==> src/rtl/dec38_scan_display_pkg.sv <==
// Shared constants and types for the 3-8 decoder scan display.
package dec_disp_pkg;
  localparam int SCAN_IDX_W = 2;

  typedef logic [3:0] bcd_digit_t;

  // {a,b,c,d,e,f,g,dp}, active-high, dp always off
  localparam logic [7:0] SEG_0     = 8'hFC;
  localparam logic [7:0] SEG_1     = 8'h60;
  localparam logic [7:0] SEG_2     = 8'hDA;
  localparam logic [7:0] SEG_3     = 8'hF2;
  localparam logic [7:0] SEG_4     = 8'h66;
  localparam logic [7:0] SEG_5     = 8'hB6;
  localparam logic [7:0] SEG_6     = 8'hBE;
  localparam logic [7:0] SEG_7     = 8'hE0;
  localparam logic [7:0] SEG_8     = 8'hFE;
  localparam logic [7:0] SEG_9     = 8'hF6;
  localparam logic [7:0] SEG_BLANK = 8'h00;
endpackage

==> src/rtl/dec38_scan_display_if.sv <==
// Code/load side of the decoder display: the encoder drives a code plus strobe, reads back B.
interface dec38_scan_display_if;
  logic [2:0] code;
  logic       load;
  logic       ET;
  logic [2:0] B;

  modport master (output code, load, ET, input B);
  modport slave  (input code, load, ET, output B);
endinterface

==> src/rtl/dec38_scan_display_seg7_lut.sv <==
// Hex-to-seven-segment lookup; values 10-15 render blank.
module seg7_lut
  import dec_disp_pkg::*;
(
  input  bcd_digit_t  value,
  output logic [7:0]  seg
);
  always_comb begin
    seg = SEG_BLANK;
    case (value)
      4'd0: seg = SEG_0;
      4'd1: seg = SEG_1;
      4'd2: seg = SEG_2;
      4'd3: seg = SEG_3;
      4'd4: seg = SEG_4;
      4'd5: seg = SEG_5;
      4'd6: seg = SEG_6;
      4'd7: seg = SEG_7;
      4'd8: seg = SEG_8;
      4'd9: seg = SEG_9;
      default: seg = SEG_BLANK;
    endcase
  end
endmodule

==> src/rtl/dec38_scan_display.sv <==
// 3-8 decoder with code history and BCD load count on two scanned 4-digit banks.
// Optional newest-digit blink enabled by defining DEC_BLINK_EN.
module dec38_scan_display
  import dec_disp_pkg::*;
#(
  parameter int SCAN_DIV   = 100000,
  parameter int BLINK_LOG2 = 6
)(
  input  logic                 clk,
  input  logic                 rst_n,
  dec38_scan_display_if.slave  bus,
  input  logic                 flag,
  output logic [7:0]           switch_led,
  output logic [7:0]           a_to_g_left,
  output logic [3:0]           leftseg,
  output logic [7:0]           a_to_g_right,
  output logic [3:0]           rightseg
);
  localparam int PS_W = (SCAN_DIV > 2) ? $clog2(SCAN_DIV) : 1;

  logic [PS_W-1:0]       ps, ps_nxt;
  logic [SCAN_IDX_W-1:0] idx, idx_nxt;
  logic [2:0]            b_q;
  logic [7:0]            led_q;
  logic [3:0][2:0]       hist, hist_nxt;
  logic [3:0]            valid, valid_nxt;
  bcd_digit_t [3:0]      bcd, bcd_nxt;
  logic                  accept, tick, carry, blank0;
  bcd_digit_t            lval, rval;
  logic [7:0]            lseg, rseg;

  assign accept = bus.load & bus.ET;
  assign tick   = (ps == PS_W'(SCAN_DIV - 1));

  always_comb begin
    ps_nxt    = tick ? '0 : ps + 1'b1;
    idx_nxt   = tick ? idx + 1'b1 : idx;
    hist_nxt  = hist;
    valid_nxt = valid;
    bcd_nxt   = bcd;
    carry     = accept;
    if (accept) begin
      hist_nxt  = {hist[2:0], bus.code};
      valid_nxt = {valid[2:0], 1'b1};
    end
    for (int i = 0; i < 4; i++) begin
      if (carry) begin
        if (bcd[i] == 4'd9) bcd_nxt[i] = 4'd0;
        else begin
          bcd_nxt[i] = bcd[i] + 4'd1;
          carry      = 1'b0;
        end
      end
    end
  end

`ifdef DEC_BLINK_EN
  logic [BLINK_LOG2:0] blink, blink_nxt;

  always_comb begin
    blink_nxt = blink;
    if (accept)                                   blink_nxt = '0;
    else if (tick && idx == SCAN_IDX_W'(3))       blink_nxt = blink + 1'b1;
  end

  always_ff @(posedge clk) begin
    if (!rst_n) blink <= '0;
    else        blink <= blink_nxt;
  end

  assign blank0 = (idx_nxt == '0) && blink_nxt[BLINK_LOG2];
`else
  logic blink_unused;
  assign blink_unused = |BLINK_LOG2;
  assign blank0       = 1'b0;
`endif

  // Patterns are built from next-state values so the enable and its
  // segments land on the same edge, including post-load history/count.
  always_comb begin
    lval = 4'hF;
    if (valid_nxt[idx_nxt] && !blank0) lval = {1'b0, hist_nxt[idx_nxt]};
    rval = bcd_nxt[idx_nxt];
  end

  seg7_lut u_lut_left  (.value(lval), .seg(lseg));
  seg7_lut u_lut_right (.value(rval), .seg(rseg));

  always_ff @(posedge clk) begin
    if (!rst_n) begin
      ps           <= '0;
      idx          <= '0;
      b_q          <= '0;
      led_q        <= '0;
      hist         <= '0;
      valid        <= '0;
      bcd          <= '0;
      a_to_g_left  <= SEG_BLANK;
      a_to_g_right <= SEG_0;
    end else begin
      ps           <= ps_nxt;
      idx          <= idx_nxt;
      hist         <= hist_nxt;
      valid        <= valid_nxt;
      bcd          <= bcd_nxt;
      a_to_g_left  <= lseg;
      a_to_g_right <= rseg;
      if (accept) begin
        b_q   <= bus.code;
        led_q <= 8'b1 << bus.code;
      end
    end
  end

  assign bus.B      = b_q;
  assign switch_led = (bus.ET ? led_q : 8'h00) ^ {8{flag}};
  assign leftseg    = 4'b0001 << idx;
  assign rightseg   = 4'b0001 << idx;
endmodule

==> src/flat_wrapper.sv <==
// flat-port wrapper written by rule: the top's interface ports become plain ports
module dec38_scan_display_flat import dec_disp_pkg::*;
#(
  parameter int SCAN_DIV   = 100000,
  parameter int BLINK_LOG2 = 6
)
  (clk, rst_n, flag, switch_led, a_to_g_left, leftseg, a_to_g_right, rightseg, bus_code, bus_load, bus_ET, bus_B);
  dec38_scan_display_if bus_i ();
  input  logic clk;
  input  logic rst_n;
  input  logic flag;
  output logic [7:0] switch_led;
  output logic [7:0] a_to_g_left;
  output logic [3:0] leftseg;
  output logic [7:0] a_to_g_right;
  output logic [3:0] rightseg;
  input wire logic [$bits(bus_i.code)-1:0] bus_code;
  input wire logic [$bits(bus_i.load)-1:0] bus_load;
  input wire logic [$bits(bus_i.ET)-1:0] bus_ET;
  output wire logic [$bits(bus_i.B)-1:0] bus_B;
  assign bus_i.code = bus_code;
  assign bus_i.load = bus_load;
  assign bus_i.ET = bus_ET;
  assign bus_B = bus_i.B;
  dec38_scan_display #(.SCAN_DIV(SCAN_DIV), .BLINK_LOG2(BLINK_LOG2)) u_core (.clk(clk), .rst_n(rst_n), .bus(bus_i), .flag(flag), .switch_led(switch_led), .a_to_g_left(a_to_g_left), .leftseg(leftseg), .a_to_g_right(a_to_g_right), .rightseg(rightseg));
endmodule
==> config.mk <==
export PLATFORM = sky130hd
export DESIGN_NAME = dec38_scan_display_flat
export DESIGN_NICKNAME = d
export VERILOG_FILES = /design/src/rtl/dec38_scan_display_pkg.sv /design/src/rtl/dec38_scan_display_if.sv /design/src/rtl/dec38_scan_display_seg7_lut.sv /design/src/rtl/dec38_scan_display.sv /design/src/flat_wrapper.sv
export SDC_FILE = /design/constraint.sdc
export NUM_CORES = 1
export LEC_CHECK = 0
export BUFFER_PORTS_ARGS = -buffer_cell sky130_fd_sc_hd__buf_2
export CAP_MARGIN = 15
export CORE_MARGIN = 2
export CORE_UTILIZATION = 58
export DETAILED_ROUTE_END_ITERATION = 8
export PLACE_DENSITY_LB_ADDON = 0.15
export SLEW_MARGIN = 20
export SYNTH_ARGS = -nofsm -noshare
export SYNTH_HDL_FRONTEND = slang
export SYNTH_SLANG_ARGS = --single-unit
==> constraint.sdc <==
create_clock -name clk -period 3 [get_ports clk]
set_input_delay 0.3 -clock clk [delete_from_list [all_inputs] [get_ports clk]]
set_output_delay 0.3 -clock clk [all_outputs]
set_load 0.05 [all_outputs]
Yosys cells after proc, flatten, opt, wreduce, memory -nomap -nowiden:

Memories as Yosys holds them, arrays and structs flattened. A register that Yosys moved wholly into a read port is not among the register bits.
Cells that the tools add are included.

* latch bits: 0
* RAM bits: 0
* output and inout bits: 35
* bits in read-only memories: 224
* memories: 2
* input port bits: 8
* register bits: 78

* magnitude comparators: 1
* shift operators: 2
* bitwise gates (word level): 3
* reductions and logical operators: 3
* $add $sub $neg: 6
* multipliers: 0
* divide/modulo/power cells: 0
* eq/ne operators: 5
* mux-type cells: 25

Memories
* (no name shown): depth 16, width 7, read ports 1, clocked after Yosys merged registers in 1, write ports 0, RTL line dec38_scan_display_seg7_lut.sv:10 `case (value)`
* (no name shown): depth 16, width 7, read ports 1, clocked after Yosys merged registers in 1, write ports 0, RTL line dec38_scan_display_seg7_lut.sv:10

Operators by type and width (count)
* $mux W4: 11
* $add A17 B1 Y17 const B: 1
* $eq A17 B17 Y1 const B: 1
* $add A4 B1 Y4 const B: 4
* $eq A4 B4 Y1 const B: 4
* $mux W12: 1
* $bmux W4 S2: 1
* $mux W8: 1
* $shl A1 B3 Y8 const A: 1
* $xor A8 B8 Y8: 1
* $mux W1: 7
* $bmux W3 S2: 1
* $shl A1 B2 Y4 const A: 1
* $lt A2 B3 Y1 const B: 1
* $mux W3: 1
* $add A2 B1 Y2 const B: 1
* $bmux W1 S2: 1
* $logic_not A1 Y1: 2
* $mux W2: 1
* $reduce_or A2 Y1: 1
* $and A1 B1 Y1: 1
* $not A1 Y1: 1

Depth between registers and ports, before layout:

* word-level depth: 8
* mapped depth: 13
* mapped depth without buffers: 12

Cells and area by module:

A second synthesis with hierarchy kept.

* cells, all modules: 460
* area total of the unflattened synthesis: 4062.6 um^2

Modules (own cells, without submodules)
* dec38_scan_display: times used 1, area an instance 3618.5 um^2, seq. area each 1561.5 um^2, cells an instance 402
* seg7_lut at u_core.u_lut_left: times used 1, area an instance 231.5 um^2, seq. area each 0.0 um^2, cells an instance 30
* seg7_lut at u_core.u_lut_right: times used 1, area an instance 212.7 um^2, seq. area each 0.0 um^2, cells an instance 28

Worst setup path before layout:

OpenSTA, ideal clock, no wires.

* path type: reg-to-reg
* start point: register u_core.ps[0]
* end point: register u_core.a_to_g_right[2]
* library setup time: 0.138 ns
* arrival time: 2.587 ns
* stages on the path, launching flop included: 14
* setup slack: 0.275 ns
* buffers on the path: 1
* clock period less this slack: 2.725 ns
* cells stage by stage: dfxtp_1 ha_1 and4_1 nand4_4 xnor2_2 buf_6 nor2_1 a211oi_1 nor4b_1 a31oi_1 ha_1 mux2_4 nand2_1 o211ai_1

* longest elaborated chain between the ends: 4

RTL lines
* from (decl): RTL line dec38_scan_display.sv:21 `logic [PS_W-1:0] ps, ps_nxt;`
* from (signal assigned): RTL line dec38_scan_display.sv:101 `ps <= ps_nxt;`
* $eq A17 B17 Y1: RTL line dec38_scan_display.sv:33 `assign tick = (ps == PS_W'(SCAN_DIV - 1));`
* $mux W2: RTL line dec38_scan_display.sv:37 `idx_nxt = tick ? idx + 1'b1 : idx;`
* $bmux W4 S2: RTL line dec38_scan_display.sv:83 `rval = bcd_nxt[idx_nxt];`
* $mux W4 (implied by the code): RTL line dec38_scan_display.sv:83
* to (decl): RTL line dec38_scan_display.sv:16 `output logic [7:0] a_to_g_right,`

Every way passes these cells. The select of a mux whose other input is x is not followed.
A chain may end at the register's enable or synchronous reset.

Worst setup path after layout:

* start point: register u_core.ps[1]
* end point: register u_core.a_to_g_right[2]

The elaborated chain is that of the path after synthesis.

==> impl_metrics.toml <==
[status]
outcome = "finished, final reports clean"

[synthesis]
yosysWarnings = 0
synth_area_per_cell_um2 = 8.68
synthCells = 449
async_flop_share_pct = 0
yosysSeqAreaShare_pct = 39.0
synth_top_area_cell = "dfxtp_1"
ys_seq_elements = 76
yosysTopAreaCellShare_pct = 39.0
yosys_most_used_dff = "dfxtp_1"
yosys-top-cells-area = "dfxtp_1, nand2_1, a21oi_1"
ys_types = 67
synth_enable_flop_cells = 0
netlist_area_mm2 = 0.00390

[clock_tree]
cts_buffers = 9
path_clk_slew_ps = 80
clk_latency_ps = 350
htreeDepth = 3
cts_root_buffer = "clkbuf_8"
clockBufferDepth = 2
cts_tree = "yes"
numClockSinks = 76
holdBufCountCts = 0

[global_routing]
grt_pass1_vias = 2976
grt_use_total_pct = 22.4
grt_pass1_wl_um = 13300
grt.overflow.total = 0
grt_antenna_before_repair = 0
grt_max_degree = 44

[critical_path]
required_ps = 3220
cp_slowest_stage_delay_ps = 370
critPathBufInv = 1
start_kind = "flop"
end_kind = "flop"
critPathArrivalTime_ps = 3080
path_cells = "ha_2 > and4_2 > nand4_4 > xnor2_4 > buf_4 > a21oi_1 > nor2_1 > nor4b_2 > a31oi_2 > ha_1 > mux2_4 > nand2_1 > o211ai_1"
crit_slowest_cell = "nor4b_2"
crit_fanout = 7
crit_type = "reg2reg"
crit_family = "simple AND/OR/NAND/NOR gates"

[layout]
drive_gt1_share_pct = 20.8
n_antenna_cell = 0
nNetsFinal = 516
final_core_util_pct = 68.6
syn2layout_area_growth_pct = 13.1
fillers = 523

[floorplanning]
start_util_pct = 60.7
fp-row-count = 29
dieArea_mm2 = 0.00739
core-area_mm2 = 0.00642
die_x_um = 86.0
die_height_um = 86.0
ios = 43

[route]
drtIter0Drc = 140
route.detailed.drc = 0
drt-pass1-iter-count = 4
wirelength_um = 7880
wl_per_cell_um = 13.8
ant_nets = 0
vias_per_cell = 5.50
dr_total_vias = 3152

[timing]
finClkSkew_ps = 9.73
hold_ws_ps = 294
setup_viol = 0
finalCriticalPeriod_ps = 2870
fin_crit_sh_pct = 95.6
hold_viol = 0
worst_slew_pin_slew_ps = 579
relSlewSlack_pct = 61.4
max_freq_mhz = 349
final-max-slew-violation-count = 0
setup_tns_ps = 0

[run]
cap_violations = 0

[min_path]
hold_path.class = "in2reg"

[placed_design]
place_congestion = 0.850
portBuffers = 40
hpwl_um = 5420

[power_and_ir_drop]
leakagePower_uw = 0.00175
pwr_density_cell_mw_per_mm2 = 465
peakVddDrop_mv = 0.395
## per-layer routing
layer	vias to the layer above	global-route usage [%]	share of wire, %
li1	1619	-	-
met1	1456	27.6	46
met2	66	37.3	48
met3	11	5.87	4.1
met4	0	9.24	1.5
met5	-	0	0
## timing repair
item / CTS / global route
setup endpoints to repair: 0 / 13
resized for setup: 0 / 9
endpoints found under the hold margin: 0 / 0
buffers inserted: 0 / 8
## report_power, final
part / total [uW] / switching [uW] / internal [uW]
Combinational: 275 / 192 / 82.7
Clock: 727 / 380 / 347
Sequential: 1050 / 12.8 / 1030
Total: 2050 / 584 / 1460
## cell type report
| type | instances | area, um^2 | share of cell area [%] |
|---|---|---|---|
| multi-input combinational | 337 | 2240 | 50.8 |
| clock inverter | 5 | 35.0 | 0.795 |
| clock buffer | 11 | 151 | 3.43 |
| tap | 77 | 96.3 | 2.19 |
| inverter | 10 | 37.5 | 0.852 |
| timing repair buffer | 57 | 328 | 7.44 |
| sequential | 76 | 1520 | 34.5 |
## path summary, 6_finish.rpt
| check | cells after the start | end | slack (ps) | start |
|---|---|---|---|---|
| worst max register to register | 13 | u_core.a_to_g_right[2] | 130 | u_core.ps[1] |
| worst min register to register | 1 | u_core.ps[0] | 430 | u_core.ps[0] |
| worst min-delay path | 2 | u_core.a_to_g_right[5] | 290 | rst_n |
| worst max-delay path | 13 | u_core.a_to_g_right[2] | 130 | u_core.ps[1] |
## cells in the final DEF, fill, tap and decap left out, types with 5 or more instances in the layout
master     n
a21oi_1   43
and2_1     7
and3_1     8
buf_2     40
buf_4     17
clkbuf_8  11
dfxtp_1   75
ha_1      16
inv_1      9
nand2_1   64
nand3_1    5
nand4_1    8
nor2_1    56
nor2b_1   10
nor3_1    10
o21ai_0    6
o21ai_1    5
xnor2_1   21
xor2_1     9
## flip-flops by register name (all words and copies together), names as in the netlist
register	flops
u_core.ps	17
u_core.bcd	16
u_core.hist	12
u_core.led_q	8
u_core.a_to_g_left	7
u_core.a_to_g_right	7
u_core.valid	4
u_core.bus.B	3
u_core.idx	2
## per-stage QoR
| step | total power [uW] | cell area, um^2 | setup WS (ps) | cells |
|---|---|---|---|---|
| 3_3_place_gp | 1330 | 4110 | 143 | 549 |
| 5_1_grt | 2140 | 4410 | -11.9 | 573 |
| 2_1_floorplan | 1280 | 3900 | 275 | 450 |
| 6_report | 2050 | 4410 | 131 | 573 |
| 4_1_cts | 2070 | 4300 | 40.1 | 565 |
| 3_5_place_dp | 1340 | 4110 | 54.8 | 549 |
## synth_stat cells (all sizes together), types with 10 or more instances
| library cell | number |
|---|---|
| dfxtp | 76 |
| nand2 | 65 |
| nor2 | 57 |
| a21oi | 44 |
| xnor2 | 24 |
| ha | 17 |
| buf | 14 |
| clkbuf | 13 |
| o21ai | 11 |
| nor2b | 10 |
| nor3 | 10 |
## cells by family (layout without fill, tap and decap cells)
family	count (synthesis)	count (layout)	synth area share, %
AOI/OAI and AO/OA	85	85	14.2
muxes	6	6	2.66
and+or+nand+nor	194	194	25.4
xor gates and xnor gates	33	33	8.28
other	1	2	0.0962
adders and majority gates	17	17	5.46
buffers and inverters	37	83	4.88
DFF	76	76	39.0
(Power assumes the default switching activity.)
